$ cat src/rtl/pipe_rca_pkg.sv
// Shared constants, helpers and the default-width stage record for pipe_rca_adder.
// The signed-overflow flag is enabled with the PIPE_RCA_OVF_EN macro.
package pipe_rca_pkg;

  localparam int unsigned DefWidth = 32;
  localparam int unsigned DefSeg   = 8;

  function automatic int unsigned calc_stages(int unsigned width, int unsigned seg);
    if (seg == 0 || width < seg) return 1;
    return width / seg;
  endfunction

  // Returns {cout, sum} of a single full-adder bit cell.
  function automatic logic [1:0] full_add(logic a, logic b, logic cin);
    logic s;
    logic c;
    s = a ^ b ^ cin;
    c = (a & b) | (cin & (a ^ b));
    return {c, s};
  endfunction

  // Stage record at the default width; the adder declares the same layout at its own WIDTH.
  typedef struct packed {
    logic                valid;
    logic                carry;
`ifdef PIPE_RCA_OVF_EN
    logic                a_sign;
    logic                b_sign;
`endif
    logic [DefWidth-1:0] sum;
    logic [DefWidth-1:0] a;
    logic [DefWidth-1:0] b;
  } stage_t;

endpackage

$ cat src/rtl/rca_slice.sv
// Combinational SEG-bit ripple-carry adder built from full-adder bit cells.
module rca_slice
  import pipe_rca_pkg::*;
#(
  parameter int unsigned SEG = DefSeg
) (
  input  logic [SEG-1:0] a,
  input  logic [SEG-1:0] b,
  input  logic           cin,
  output logic [SEG-1:0] sum,
  output logic           cout
);

  always_comb begin
    logic       carry;
    logic [1:0] fa;
    sum   = '0;
    carry = cin;
    for (int unsigned i = 0; i < SEG; i++) begin
      fa     = full_add(a[i], b[i], carry);
      sum[i] = fa[0];
      carry  = fa[1];
    end
    cout = carry;
  end

endmodule

$ cat src/rtl/pipe_rca_adder.sv
// Pipelined WIDTH-bit ripple-carry adder, one SEG-bit slice resolved per stage, valid/ready flow.
// Define PIPE_RCA_OVF_EN to add the out_ovf signed-overflow output.
module pipe_rca_adder
  import pipe_rca_pkg::*;
#(
  parameter int unsigned WIDTH = DefWidth,
  parameter int unsigned SEG   = DefSeg
) (
  input  logic             clk,
  input  logic             rst_n,
  input  logic             in_valid,
  output logic             in_ready,
  input  logic [WIDTH-1:0] in_a,
  input  logic [WIDTH-1:0] in_b,
  input  logic             in_cin,
  output logic             out_valid,
  input  logic             out_ready,
  output logic [WIDTH-1:0] out_sum,
`ifdef PIPE_RCA_OVF_EN
  output logic             out_ovf,
`endif
  output logic             out_cout
);

  localparam int unsigned STAGES = calc_stages(WIDTH, SEG);

  if (SEG < 1) begin : g_bad_seg
    $fatal(1, "pipe_rca_adder: SEG must be at least 1");
  end else if (WIDTH % SEG != 0) begin : g_bad_width
    $fatal(1, "pipe_rca_adder: WIDTH must be a multiple of SEG");
  end

  typedef struct packed {
    logic             valid;
    logic             carry;
`ifdef PIPE_RCA_OVF_EN
    logic             a_sign;
    logic             b_sign;
`endif
    logic [WIDTH-1:0] sum;
    logic [WIDTH-1:0] a;
    logic [WIDTH-1:0] b;
  } rec_t;

  rec_t           in_rec;
  rec_t           src       [STAGES];
  rec_t           st_d      [STAGES];
  rec_t           st_q      [STAGES];
  logic [SEG-1:0] slice_sum [STAGES];
  logic           slice_cout[STAGES];
  logic           adv;

  always_comb begin
    in_rec       = '0;
    in_rec.valid = in_valid;
    in_rec.carry = in_cin;
    in_rec.a     = in_a;
    in_rec.b     = in_b;
`ifdef PIPE_RCA_OVF_EN
    in_rec.a_sign = in_a[WIDTH-1];
    in_rec.b_sign = in_b[WIDTH-1];
`endif
  end

  always_comb begin
    src[0] = in_rec;
    for (int unsigned k = 1; k < STAGES; k++) begin
      src[k] = st_q[k-1];
    end
  end

  for (genvar k = 0; k < STAGES; k++) begin : g_stage
    rca_slice #(
      .SEG(SEG)
    ) u_slice (
      .a   (src[k].a[k*SEG +: SEG]),
      .b   (src[k].b[k*SEG +: SEG]),
      .cin (src[k].carry),
      .sum (slice_sum[k]),
      .cout(slice_cout[k])
    );
  end

  always_comb begin
    for (int unsigned k = 0; k < STAGES; k++) begin
      st_d[k]                    = src[k];
      st_d[k].sum[k*SEG +: SEG]  = slice_sum[k];
      st_d[k].carry              = slice_cout[k];
    end
  end

  // The whole pipe moves as one; only a stalled full output stage blocks it.
  assign adv      = !st_q[STAGES-1].valid || out_ready;
  assign in_ready = adv;

  always_ff @(posedge clk or negedge rst_n) begin
    if (!rst_n) begin
      for (int unsigned k = 0; k < STAGES; k++) begin
        st_q[k] <= '0;
      end
    end else if (adv) begin
      for (int unsigned k = 0; k < STAGES; k++) begin
        st_q[k] <= st_d[k];
      end
    end
  end

  always_comb begin
    out_valid = st_q[STAGES-1].valid;
    out_sum   = st_q[STAGES-1].sum;
    out_cout  = st_q[STAGES-1].carry;
`ifdef PIPE_RCA_OVF_EN
    out_ovf   = (st_q[STAGES-1].a_sign == st_q[STAGES-1].b_sign) &&
                (st_q[STAGES-1].sum[WIDTH-1] != st_q[STAGES-1].a_sign);
`endif
  end

endmodule

$ cat config.mk
export PLATFORM = sky130hd
export DESIGN_NAME = pipe_rca_adder
export DESIGN_NICKNAME = d
export VERILOG_FILES = /design/src/rtl/pipe_rca_pkg.sv /design/src/rtl/rca_slice.sv /design/src/rtl/pipe_rca_adder.sv
export SDC_FILE = /design/constraint.sdc
export NUM_CORES = 1
export LEC_CHECK = 0
export BUFFER_PORTS_ARGS = -buffer_cell sky130_fd_sc_hd__buf_2
export CAP_MARGIN = 30
export CORE_MARGIN = 10
export CORE_UTILIZATION = 62
export DETAILED_ROUTE_END_ITERATION = 8
export PLACE_DENSITY = 0.85
export SKIP_CTS_REPAIR_TIMING = 1
export SLEW_MARGIN = 20
export SYNTH_ARGS = -nofsm -noshare
export SYNTH_HDL_FRONTEND = slang
export SYNTH_SLANG_ARGS = --single-unit
$ cat constraint.sdc
create_clock -name clk -period 7.63 [get_ports clk]
set_input_delay 0.3815 -clock clk [delete_from_list [all_inputs] [get_ports clk]]
set_output_delay 0.3815 -clock clk [all_outputs]
set_load 0.1 [all_outputs]
==> results of run 1 <==
per-layer routing:
| metal | routed length [um] | part of all wire [%] | GRT usage (%) | vias to the layer above |
|---|---|---|---|---|
| li1 | - | - | - | 1786 |
| met1 | 6090 | 43 | 20.0 | 2047 |
| met2 | 7090 | 50 | 26.6 | 90 |
| met3 | 792 | 5.6 | 5.79 | 15 |
| met4 | 167 | 1.2 | 4.90 | 0 |
| met5 | 0 | 0 | 0 | - |
flip-flops by register name, summed over array words and instances (netlist names):
register   cells
out_sum       32
src          150
out_cout       1
out_valid      1
cell type report:
type | count | area [um2] | share of cell area [%]
Sequential cell | 184 | 4600 | 49.4
Multi-Input combinational cell | 229 | 3240 | 34.8
Timing Repair Buffer | 106 | 579 | 6.21
Clock buffer | 25 | 485 | 5.21
Tap cell | 172 | 215 | 2.31
Inverter | 28 | 105 | 1.13
Clock inverter | 7 | 92.6 | 0.993
where the power goes:
| group | switching (W) | internal [W] |
|---|---|---|
| combinational | 0.00120 | 0.000899 |
| clock | 0.000339 | 0.000508 |
| sequential | 0.000293 | 0.00141 |
metrics by stage:
step	hold slack (ns)	instances	worst slack [ns]	area, um2
finish	0.0326	751	3.48	9330
global route	0.0990	751	3.27	9330
floorplan	0.0859	464	3.70	8210
global placement	0.451	718	3.60	8720
CTS	0.0746	751	3.43	9330
detailed placement	0.468	719	3.51	8750
kinds of logic after synthesis:
family / count (synthesis) / share of synthesized area, %
and+or+nand+nor: 14 / 1.25
muxes: 171 / 29.6
buffers and inverters: 51 / 4.53
AOI/OAI and AO/OA: 12 / 0.731
DFF: 184 / 56.1
adders and majority gates: 32 / 7.80
cell usage in the layout, fill, tap and decap left out, drive strengths merged:
| cell | synthesis | final |
|---|---|---|
| buf | 21 | 105 |
| a21oi | 12 | 12 |
| dfrtp | 184 | 184 |
| bufinv | 0 | 2 |
| fa | 32 | 32 |
| nand2b | 2 | 2 |
| clkinv | 0 | 2 |
| clkbuf | 2 | 26 |
| mux2 | 171 | 171 |
| nor3b | 12 | 12 |
| clkinvlp | 0 | 3 |
| inv | 28 | 28 |
final timing paths:
check | startpoint | end | cells after the start
worst max-delay path | src[96]$_DFFE_PN0P_ | out_sum[31]$_DFFE_PN0P_ | 12
worst min-delay path | rst_n | out_sum[13]$_DFFE_PN0P_ | 1
worst max register to register | src[96]$_DFFE_PN0P_ | out_sum[31]$_DFFE_PN0P_ | 12
worst min register to register | src[169]$_DFFE_PN0P_ | src[71]$_DFFE_PN0P_ | 1
max in group asynchronous | rst_n | src[123]$_DFFE_PN0P_ | 3
min in group clk | in_a[20] | src[248]$_DFFE_PN0P_ | 2
cell usage after synthesis:
master	count	area (um2)
sky130_fd_sc_hd__nor3b_1	12	90.1
sky130_fd_sc_hd__buf_8	11	165
sky130_fd_sc_hd__buf_6	7	78.8
sky130_fd_sc_hd__mux2_4	135	2030
sky130_fd_sc_hd__inv_1	28	105
sky130_fd_sc_hd__dfrtp_1	184	4600
sky130_fd_sc_hd__clkbuf_1	2	7.51
sky130_fd_sc_hd__mux2_2	36	405
sky130_fd_sc_hd__buf_2	3	15.0
sky130_fd_sc_hd__fa_1	32	641
sky130_fd_sc_hd__nand2b_1	2	12.5
sky130_fd_sc_hd__a21oi_1	12	60.1
==> results.md, run 1 <==
- The run finished with clean final reports.
- Counting every sink on the clock net gives 184.
- The die covers 0.0182 mm2.
- The type of the tightest min-delay check is in -> async.
- The number of nets in the synthesized netlist is 565.
- Buffers placed on the I/O ports in this run total 103.
- TritonCTS created 17 clock buffers.
- The critical path goes through fa_1 -> inv_1 -> fa_1 -> inv_1 -> fa_1 -> fa_1 -> fa_1 -> fa_1 -> fa_1 -> inv_1 -> fa_1 -> a21oi_1.
- The worst path buffer plus inverter count is 3.
- The critical path startpoint category is a flop.
- The max-capacitance violation count is 0.
- The final setup TNS is 0 ns.
- The total detailed-routing wirelength is 14100 um.
- After synthesis, the mean cell area works out to 17.7 um2.
- The final-report hold violation count is 0.
- TritonCTS built the clock tree.
- In the final routed layout, each cell accounts on average for 18.8 um.
- The post-layout utilization of the core is 73.0%.
- The cell seen most often among critical-path stages is sky130_fd_sc_hd__fa_1.
- During synthesis, Yosys emitted a total of 0 warnings.
- The number of levels in the clock H-tree is 4.
- The clock reaches the later pin of the worst-skew pair after 0.42 ns.
- The largest incremental delay on the critical path is 0.48 ns.
- The number of antenna violations at the first check in global routing came to 0.
- After technology mapping, the gate count stands at 464.
- The clock root buffer is sky130_fd_sc_hd__clkbuf_16.
- In this run the count of I/O pins placed on the die edge is 104.
- The antenna diode count is 0.
- The number of pins exceeding their max-slew limit in the final report is 0.
- The global-route wire length before repair is 23500 um.
- Summing every instance area after synthesis gives 0.00821 mm2.
- The worst slew margin relative to its limit is 34.2%.
- The largest individual stage delay along the critical path comes from the cell sky130_fd_sc_hd__fa_1.
- Setup repair after global routing left no endpoint under its margin.
- The final-layout fill cell count is 799.
- The slew of the pin with the lowest slew margin is 0.987 ns.
- For the worst setup path, the data arrival time is 4.50 ns.
- The count of endpoints failing setup in the final report is 0.
- The minimum clock period after layout is 4.15 ns.
- Summed over all nets, the half-perimeter wirelength after detailed placement is 9730 um.
- Entering global routing, the biggest net connects 146 pins.
- The final layout net count is 667.
- The cell row count is 41.
- The clock transition at the registers of the reported paths is 0.06 ns.
- In this run the worst path has a maximum fanout of 2.
- The clock passes through at most 2 buffers.
- The number of vias per cell is 5.24.
- The standby leakage power is 4.59 nW.
- The reg2reg setup slack is 3.48 ns.
- Sequential cells were found to cover 56.1% of the synthesized design area.
- Global routing used 16.3% of the available tracks.
- The number of global-route vias before repair is 4501.
- In this run, synthesis produced a sequential element count of 184.
- In this run the standard cell core region covers 0.0128 mm2.
- The critical path capture point type is a flop.
- In this run, distinct cell masters in the synthesized netlist total 12.
- STA puts the critical path data required time at 7.97 ns.
- The remaining routing DRC violations is 0.
- Once detail routing completed, the nets flagged for antenna violations numbered 0.
- The signed area change from the synthesized netlist to the final layout is 13.6%.
- The largest delay contributor family on the critical path is adder cells.
- After the first detailed-routing iteration, the DRC count stood at 225.
- The detailed-routing iteration count for the pre-antenna-repair pass is 4.
- VDD sags by at most 0.000346 V.
- The type of the worst setup path is reg -> reg.
- After layout, the design draws a total of 0.00465 W.
- In the final layout, the share of cells above drive strength 1 is 52.7%.
- The share of the clock period used by the worst path after layout is 54.5%.
- The power per unit of standard cell area is 498 mW/mm2.
- The aggregate global routing overflow is 0.
- Once the floorplan was initialized, standard cells occupied 64.3% of the core.
- The worst setup skew after layout is 0.00627 ns.
- Static timing analysis puts the maximum clock frequency at 241 MHz.
- The width of the chip is 135 um.
- The final route contains 3938 vias.
- The die height is 135 um.
- The routability-driven placement congestion ratio is 0.754.
No activity file was read; power rests on OpenSTA's default activity.
==> run 2, diff against run 1 <==
--- a/config.mk
+++ b/config.mk
@@ -5,12 +5,13 @@
 export SDC_FILE = /design/constraint.sdc
 export NUM_CORES = 1
 export LEC_CHECK = 0
+export ABC_AREA = 1
 export BUFFER_PORTS_ARGS = -buffer_cell sky130_fd_sc_hd__buf_2
 export CAP_MARGIN = 30
 export CORE_MARGIN = 10
-export CORE_UTILIZATION = 62
+export CORE_UTILIZATION = 52
 export DETAILED_ROUTE_END_ITERATION = 8
-export PLACE_DENSITY = 0.85
+export PLACE_DENSITY = 0.76
 export SKIP_CTS_REPAIR_TIMING = 1
 export SLEW_MARGIN = 20
 export SYNTH_ARGS = -nofsm -noshare
==> constraint.sdc (replaced) <==
create_clock -name clk -period 3.5 [get_ports clk]
set_input_delay 0.175 -clock clk [delete_from_list [all_inputs] [get_ports clk]]
set_output_delay 0.175 -clock clk [all_outputs]
set_load 0.1 [all_outputs]
==> results.md, run 2 <==
- The least setup slack across all paths after layout was -0.0552 ns (-3.53 ns).
- The cell taking the most area after synthesis is sky130_fd_sc_hd__dfrtp_1.
- The fraction of synthesis flops using an asynchronous set or reset pin is 100% (unchanged).
- The worst setup skew after layout is 0.0102 ns (+0.00392 ns).
- The area of the mapped netlist is 0.00799 mm2 (-2.7%).
- The slew of the pin with the lowest slew margin is 0.863 ns (-0.124 ns).
- The remaining routing DRC violations is 0 (unchanged).
- The critical path capture point type is a flop.
- The pin count of the biggest net entering global routing is 110 (-25%).
- The critical path data arrival time is 3.93 ns (-0.57 ns).
- The signal on the critical path passes through fa_2 -> inv_2 -> fa_1 -> inv_1 -> fa_2 -> fa_2 -> fa_2 -> fa_2 -> fa_2 -> inv_2 -> fa_1 -> inv_1 -> nand2_1 -> nand2_1.
- The number of buffers on the longest clock path came to 2 (unchanged).
- The total instance count after detailed placement is 1112 (+55%).
- The worst setup path is of the reg -> reg kind.
- The all-layer global routing usage came to 17.1% (+0.73 points).
- The startpoint identified for the worst register-to-register timing path is src[96]$_DFFE_PN0P_.
- The final-layout fill cell count was 1191 (+49%).
- For this run, the leading register cell type out of synthesis is sky130_fd_sc_hd__dfrtp_1.
- The final layout net count is 1093 (+64%).
- The sum of internal, switching and leakage power is 0.00988 W (+110%).
- The number of input and output port buffers inserted is 103 (unchanged).
- The power per unit of standard cell area is 1010 mW/mm2 (+100%).
- The cell seen most often among critical-path stages is sky130_fd_sc_hd__fa_2.
- The number of vias per cell is 5.19 (-1.1%).
- The run finished, with violations left.
- The clock latency on the worst-skew pair came to 0.44 ns (+0.02 ns).
- The number of top-level pins is 104 (unchanged).
- The worst slew margin relative to its limit was 42.5% (+8.3 points).
- The number of standard cells in the final layout excluding fillers is 1194 (+59%).
- The number of pins exceeding their max-slew limit in the final report came to 0 (unchanged).
- The total detailed-routing wirelength is 18100 um (+28%).
- The count of endpoints failing setup in the final report is 3 (+3).
- The final setup TNS is -0.0733 ns (-0.0733 ns).
- The worst hold path cell count is 3.
- The routability-driven placement congestion ratio is 0.771 (+2.1%).
- The clock transition at the registers of the reported paths came to 0.07 ns (about the same).
- The post-synthesis net count is 970 (+72%).
- The standard cell with the maximum stage delay on the critical path is sky130_fd_sc_hd__dfrtp_1.
- The highest fanout seen on the critical path is 2 (unchanged).
- The number of levels in the clock H-tree is 4 (unchanged).
- The number of distinct library cell variants in the gate-level netlist after synthesis came to 8 (-4).
- The die height is 144 um (+6.6%).
- The number of synthesis warnings is 0 (unchanged).
- The reg2reg setup slack was -0.06 ns (-3.53 ns).
- The share of the clock period used by the worst path after layout is 102% (+47 points).
- The number of antenna-violating nets in the routed design is 0 (unchanged).
- By area the synthesized netlist is led by sky130_fd_sc_hd__dfrtp_1 58%, sky130_fd_sc_hd__nand2_1 17%, sky130_fd_sc_hd__nand3_1 11%, sky130_fd_sc_hd__fa_1 8.0%, sky130_fd_sc_hd__buf_2 3.4%.
- The portion of synthesized cell area occupied by the leading cell type is 57.6% (+1.5 points).
- The fmax is 281 MHz (+17%).
- The length in cells of the worst reg-to-reg path is 14 (+2).
- The die outline area is 0.0207 mm2 (+14%).
- The via count is 6194 (+57%).
- The clock net sink count is 184 (unchanged).
- The highest ir drop seen on vdd is 0.000450 V (+30%).
- The final worst hold slack came to 0.0207 ns (-0.0119 ns).
- The global-route wire length before repair is 28400 um (+21%).
- The most common cell after layout, fill and taps aside is sky130_fd_sc_hd__nand2_1.
- The cell row count was 45 (+9.8%).
- The final-report hold violation count is 0 (unchanged).
- The number of global-route vias before repair is 5808 (+29%).
- The core area is 0.0151 mm2 (+19%).
- The aggregate global routing overflow is 0 (unchanged).
- The flip-flop count of the largest register after layout is 150 (unchanged).
- The post-layout utilization of the core is 64.4% (-8.6 points).
- The standby leakage power is 5.22 nW (+14%).
- The share of layout cells above drive strength 1 is 17.3% (-35 points).
- From synthesis to final layout, the design area changed by 21.9%.
- The count of mapped cells out of synthesis is 869 (+87%).
- The flip-flop and latch count after synthesis is 184 (unchanged).
- The type of the tightest min-delay check is in -> reg.
- The CTS buffer count is 17 (unchanged).
- The endpoint identified for the worst register-to-register timing path is out_sum[31]$_DFFE_PN0P_.
- The largest incremental delay on the critical path is 0.40 ns (-0.08 ns).
- The required time at the worst-slack endpoint was 3.88 ns (-4.09 ns).
- STA classifies the critical path startpoint as a flop.
- TritonCTS built the clock tree.
- The share of the yosys chip area belonging to registers is 57.6% (+1.5 points).
- The tree is rooted in a sky130_fd_sc_hd__clkbuf_16.
- The total half-perimeter wirelength after legalization and detailed placement was 10800 um (+11%).
- By instance count, the leading cell after synthesis is sky130_fd_sc_hd__nand2_1.
- The minimum clock period after layout is 3.56 ns (-0.600 ns).
- For hold timing, the worst endpoint is src[204]$_DFFE_PN0P_.
- The detailed router's first-iteration violation count is 632 (+180%).
- The width of the chip was 144 um (+6.6%).
- The number of antenna violations at the first check in global routing was 0 (unchanged).
- The detailed-routing iteration count for the pre-antenna-repair pass is 5 (+1).
- The detail-routed net length per standard cell is 15.2 um (-19%).
- The synthesized area divided by synthesized cell count is 9.20 um2 (-48%).
- The final reports fail on setup timing.
- The number of enable flip-flop cells after synthesis is 0 (unchanged).
- By count the netlist is led by 368 x sky130_fd_sc_hd__nand2_1, 184 x sky130_fd_sc_hd__dfrtp_1, 183 x sky130_fd_sc_hd__nand3_1.
- The startpoint of the lowest-slack hold path is in_b[8].
- The library cells used most frequently in the layout, excluding fill and tap cells, are 367 x sky130_fd_sc_hd__nand2_1, 183 x sky130_fd_sc_hd__nand3_1, 183 x sky130_fd_sc_hd__dfrtp_1, 102 x sky130_fd_sc_hd__buf_2, 49 x sky130_fd_sc_hd__dlygate4sd3_1.
- The effective utilization at floorplan is 52.8% (-12 points).
- Setup repair after global routing could not meet its margin everywhere.
- The max-capacitance violation count is 0 (unchanged).
run 2: changes by cell type in the layout (fill, tap and decap cells not counted), moves of 7 or more:
cell                            previous run  this run
sky130_fd_sc_hd__nor3b_1                  12         0
sky130_fd_sc_hd__inv_1                    28        35
sky130_fd_sc_hd__buf_4                     1        10
sky130_fd_sc_hd__fa_2                      0        18
sky130_fd_sc_hd__a21oi_1                  12         0
sky130_fd_sc_hd__fa_1                     32        14
sky130_fd_sc_hd__nand3_1                   0       183
sky130_fd_sc_hd__dlygate4sd3_1             0        49
sky130_fd_sc_hd__mux2_4                  135         0
sky130_fd_sc_hd__mux2_2                   36         0
sky130_fd_sc_hd__nand2_1                   0       367
run 2: power by group:
group | total, W | internal (W) | switching [W]
clock network | 0.00200 | 0.00117 | 0.000828
logic | 0.00425 | 0.00113 | 0.00312
registers | 0.00363 | 0.00305 | 0.000580
total | 0.00988 | 0.00535 | 0.00453
run 2: logic make-up (layout without fill, tap and decap cells):
group	after synthesis	after routing	share of synthesized area, %
other	0	1	0
flip-flops	184	184	57.6
AND/OR/NAND/NOR	551	551	28.7
buffers and inverters	102	238	5.65
adder cells (fa/ha/maj)	32	32	8.01
run 2: area by class of cell:
| cell class | count | area, um2 | area share (%) |
|---|---|---|---|
| Antenna cell | 1 | 2.50 | 0.0257 |
| Clock buffer | 19 | 453 | 4.65 |
| Timing Repair Buffer | 164 | 1130 | 11.6 |
| Clock inverter | 13 | 166 | 1.71 |
| Multi-Input combinational cell | 583 | 2990 | 30.7 |
| Inverter | 42 | 163 | 1.67 |
| Sequential cell | 184 | 4610 | 47.3 |
| Tap cell | 188 | 235 | 2.41 |
run 2: per-layer routing:
metal | vias to the layer above | GRT usage (%) | routed length (um)
met2 | 167 | 24.8 | 8630
li1 | 2974 | - | -
met1 | 3034 | 24.3 | 8280
met3 | 19 | 4.26 | 965
met5 | - | 0 | 0
met4 | 0 | 6.13 | 256
run 2: worst max path at each step:
stage / cells past startpoint / slack, ns / start / end
6_report: 14 / -0.06 / src[96]$_DFFE_PN0P_ / out_sum[31]$_DFFE_PN0P_
5_1_grt: 14 / -0.16 / src[194]$_DFFE_PN0P_ / src[87]$_DFFE_PN0P_
4_1_cts: 14 / -0.27 / src[96]$_DFFE_PN0P_ / out_sum[31]$_DFFE_PN0P_
3_5_place_dp: 14 / -0.20 / src[96]$_DFFE_PN0P_ / out_sum[31]$_DFFE_PN0P_
3_3_place_gp: 14 / -0.15 / src[96]$_DFFE_PN0P_ / out_sum[31]$_DFFE_PN0P_
2_1_floorplan: 14 / 0.003 / src[96]$_DFFE_PN0P_ / out_sum[31]$_DFFE_PN0P_
run 2: worst max-delay path: cells and delay by family, from the launching register on:
family                   cells  cell delay (ns)
flip-flops                   1             0.40
buffers and inverters        4             0.27
AND/OR/NAND/NOR              2             0.12
adder cells (fa/ha/maj)      8             2.70
run 2: through the flow:
step | setup slack (ns) | instance area [um2]
floorplan | 0.00330 | 8020
global placement | -0.146 | 8600
detailed placement | -0.197 | 8620
CTS | -0.272 | 9240
global route | -0.157 | 9750
finish | -0.0552 | 9750
==> run 3, diff against run 2 <==
--- a/config.mk
+++ b/config.mk
@@ -10,6 +10,7 @@
 export CAP_MARGIN = 30
 export CORE_MARGIN = 10
 export CORE_UTILIZATION = 52
+export CTS_BUF_LIST = sky130_fd_sc_hd__clkbuf_16
 export DETAILED_ROUTE_END_ITERATION = 8
 export PLACE_DENSITY = 0.76
 export SKIP_CTS_REPAIR_TIMING = 1
==> results.md, run 3 (same netlist as run 2, synthesis figures left out) <==
- The run finished, with violations left.
- The final reports fail on setup timing.
- The number of vias per cell is 5.16 (-0.45%).
- The cell area reported after detailed placement is 0.00862 mm2 (unchanged).
- The count of endpoints failing setup in the final report is 3 (unchanged).
- The critical path starts at src[96]$_DFFE_PN0P_.
- The worst slew margin relative to its limit was 41.5% (-1.0 points).
- The final-report hold violation count is 0 (unchanged).
- The setup path with the least slack is of type reg -> reg.
- The highest ir drop seen on vdd is 0.000450 V (-0.15%).
- The effective utilization at floorplan is 52.8% (unchanged).
- The number of antenna-violating nets in the routed design is 0 (unchanged).
- The final layout net count was 1093 (unchanged).
- The die outline area is 0.0207 mm2 (unchanged).
- The worst setup skew after layout is 0.00871 ns (-0.00148 ns).
- The clock transition at the registers of the reported paths is 0.06 ns (about the same).
- The critical path capture point type is a flop.
- The share of the clock period used by the worst path after layout came to 101% (-0.28 points).
- The flip-flop and latch area is 0.00461 mm2 (unchanged).
- The number of levels in the clock H-tree is 4 (unchanged).
- The flip-flop count of the largest register after layout is 150 (unchanged).
- The post-layout utilization of the core is 64.2% (-0.13 points).
- The global routing's busiest layer is met2.
- The least setup slack across all paths after layout is -0.0453 ns (+0.00992 ns).
- Setup repair after global routing could not meet its margin everywhere.
- The final-layout fill cell count is 1190 (-0.084%).
- The met2 demand-to-capacity share in global routing is 24.8% (unchanged).
- The power per unit of standard cell area came to 1010 mW/mm2 (-0.38%).
- The number of input and output port buffers inserted came to 103 (unchanged).
- In the layout the commonest cells are 367 x sky130_fd_sc_hd__nand2_1, 183 x sky130_fd_sc_hd__nand3_1, 183 x sky130_fd_sc_hd__dfrtp_1, 102 x sky130_fd_sc_hd__buf_2, 49 x sky130_fd_sc_hd__dlygate4sd3_1.
- The all-layer global routing usage is 17.0% (-0.027 points).
- The routability-driven placement congestion ratio is 0.771 (unchanged).
- The pin count of the biggest net entering global routing is 110 (unchanged).
- The signed area change from the synthesized netlist to the final layout is 21.7%.
- The detailed router's first-iteration violation count is 588 (-7.0%).
- The source of the worst register-to-register timing path is src[96]$_DFFE_PN0P_.
- The summed area of non-filler cells in the final layout came to 0.00973 mm2 (-0.21%).
- The type of the tightest min-delay check is in -> reg.
- The clock root buffer is sky130_fd_sc_hd__clkbuf_16.
- The CTS buffer count was 17 (unchanged).
- The required time at the worst-slack endpoint came to 3.87 ns (about the same).
- The number of top-level pins is 104 (unchanged).
- The worst hold path begins at in_b[8].
- The global-route met3 utilization is 4.26% (unchanged).
- STA classifies the critical path startpoint as a flop.
- The core area is 0.0151 mm2 (unchanged).
- The cell row count is 45 (unchanged).
- The critical path goes through fa_2 -> inv_2 -> fa_1 -> inv_1 -> fa_2 -> fa_2 -> fa_2 -> fa_2 -> fa_2 -> inv_2 -> fa_1 -> inv_1 -> nand2_1 -> nand2_1.
- The most common cell after layout, fill and taps aside is sky130_fd_sc_hd__nand2_1.
- The aggregate global routing overflow is 0 (unchanged).
- The largest incremental delay on the critical path is 0.40 ns (about the same).
- The clock net sink count is 184 (unchanged).
- The cell seen most often among critical-path stages is sky130_fd_sc_hd__fa_2.
- The number of pins exceeding their max-slew limit in the final report is 0 (unchanged).
- The global routing met1 resource utilization is 24.2% (-0.080 points).
- The sum of internal, switching and leakage power is 0.00982 W (-0.58%).
- The total half-perimeter wirelength after legalization and detailed placement is 10800 um (unchanged).
- The global-route wire length before repair came to 28400 um (-0.14%).
- The fmax came to 282 MHz (+0.28%).
- The die height came to 144 um (unchanged).
- The highest fanout seen on the critical path was 2 (unchanged).
- The share of layout cells above drive strength 1 was 17.1% (-0.20 points).
- The standard cell with the maximum stage delay on the critical path is sky130_fd_sc_hd__dfrtp_1.
- The remaining routing DRC violations is 0 (unchanged).
- The final setup TNS is -0.0542 ns (+0.0191 ns).
- The minimum clock period after layout was 3.55 ns (-0.00992 ns).
- The clock latency on the worst-skew pair is 0.43 ns (about the same).
- The number of antenna violations at the first check in global routing came to 0 (unchanged).
- The number of buffers on the longest clock path is 2 (unchanged).
- TritonCTS built the clock tree.
- The area of the multi-input gates is 0.00299 mm2 (unchanged).
- The width of the chip is 144 um (unchanged).
- The via count is 6166 (-0.45%).
- The slew of the pin with the lowest slew margin is 0.878 ns (+0.0151 ns).
- The number of global-route vias before repair is 5821 (+0.22%).
- The detailed-routing iteration count for the pre-antenna-repair pass is 6 (+1).
- The critical path data arrival time is 3.92 ns (about the same).
- The standby leakage power is 5.21 nW (-0.22%).
- The max-capacitance violation count is 0 (unchanged).
- The detail-routed net length per standard cell came to 15.0 um (-0.95%).
- The total detailed-routing wirelength is 18000 um (-0.95%).
## run 3: cell types whose count changed in the layout (fill, tap and decap cells not counted), sizes merged
cell | before | now
clkbuf | 20 | 18
clkinv | 4 | 6
## run 3: path summary, 6_finish.rpt
check,end,slack [ns],cells after the start
worst min-delay path,src[204]$_DFFE_PN0P_,0.03,3
worst max-delay path,out_sum[31]$_DFFE_PN0P_,-0.05,14
worst min register to register,out_sum[3]$_DFFE_PN0P_,0.47,2
worst max register to register,out_sum[31]$_DFFE_PN0P_,-0.05,14
min in group asynchronous,out_sum[30]$_DFFE_PN0P_,0.37,2
max in group asynchronous,src[116]$_DFFE_PN0P_,2.22,3
## run 3: layout make-up
| type | count | share of cell area (%) |
|---|---|---|
| inverters | 42 | 1.67 |
| well taps | 188 | 2.42 |
| multi-input cells | 583 | 30.7 |
| flip-flops and latches | 184 | 47.4 |
| clock buffers | 17 | 4.37 |
| repair buffers | 164 | 11.6 |
| clock inverters | 15 | 1.79 |
| diodes | 1 | 0.0257 |
## run 3: worst max-delay path, delay by kind of cell, from the launching register on
kind,cells,cell delay (ns)
fa+ha+maj,8,2.71
flops,1,0.40
buf+inv,4,0.27
simple gates,2,0.12
## run 3: power breakdown
group,switching (W),internal [W]
clock,0.000822,0.00113
combinational,0.00311,0.00113
sequential,0.000580,0.00305
total,0.00452,0.00531
## run 3: routing by layer
layer / vias up / routed length (um)
li1: 2976 / -
met1: 3001 / 8250
met2: 169 / 8480
met3: 20 / 977
met4: 0 / 257
met5: - / 0
## run 3: through the flow
stage | std cells | worst slack [ns] | hold slack (ns)
after floorplan | 869 | 0.00330 | -0.121
after global placement | 1111 | -0.146 | 0.350
after detailed placement | 1112 | -0.197 | 0.349
after CTS | 1144 | -0.272 | -0.116
after global routing | 1193 | -0.157 | 0.0375
final | 1194 | -0.0453 | 0.0258
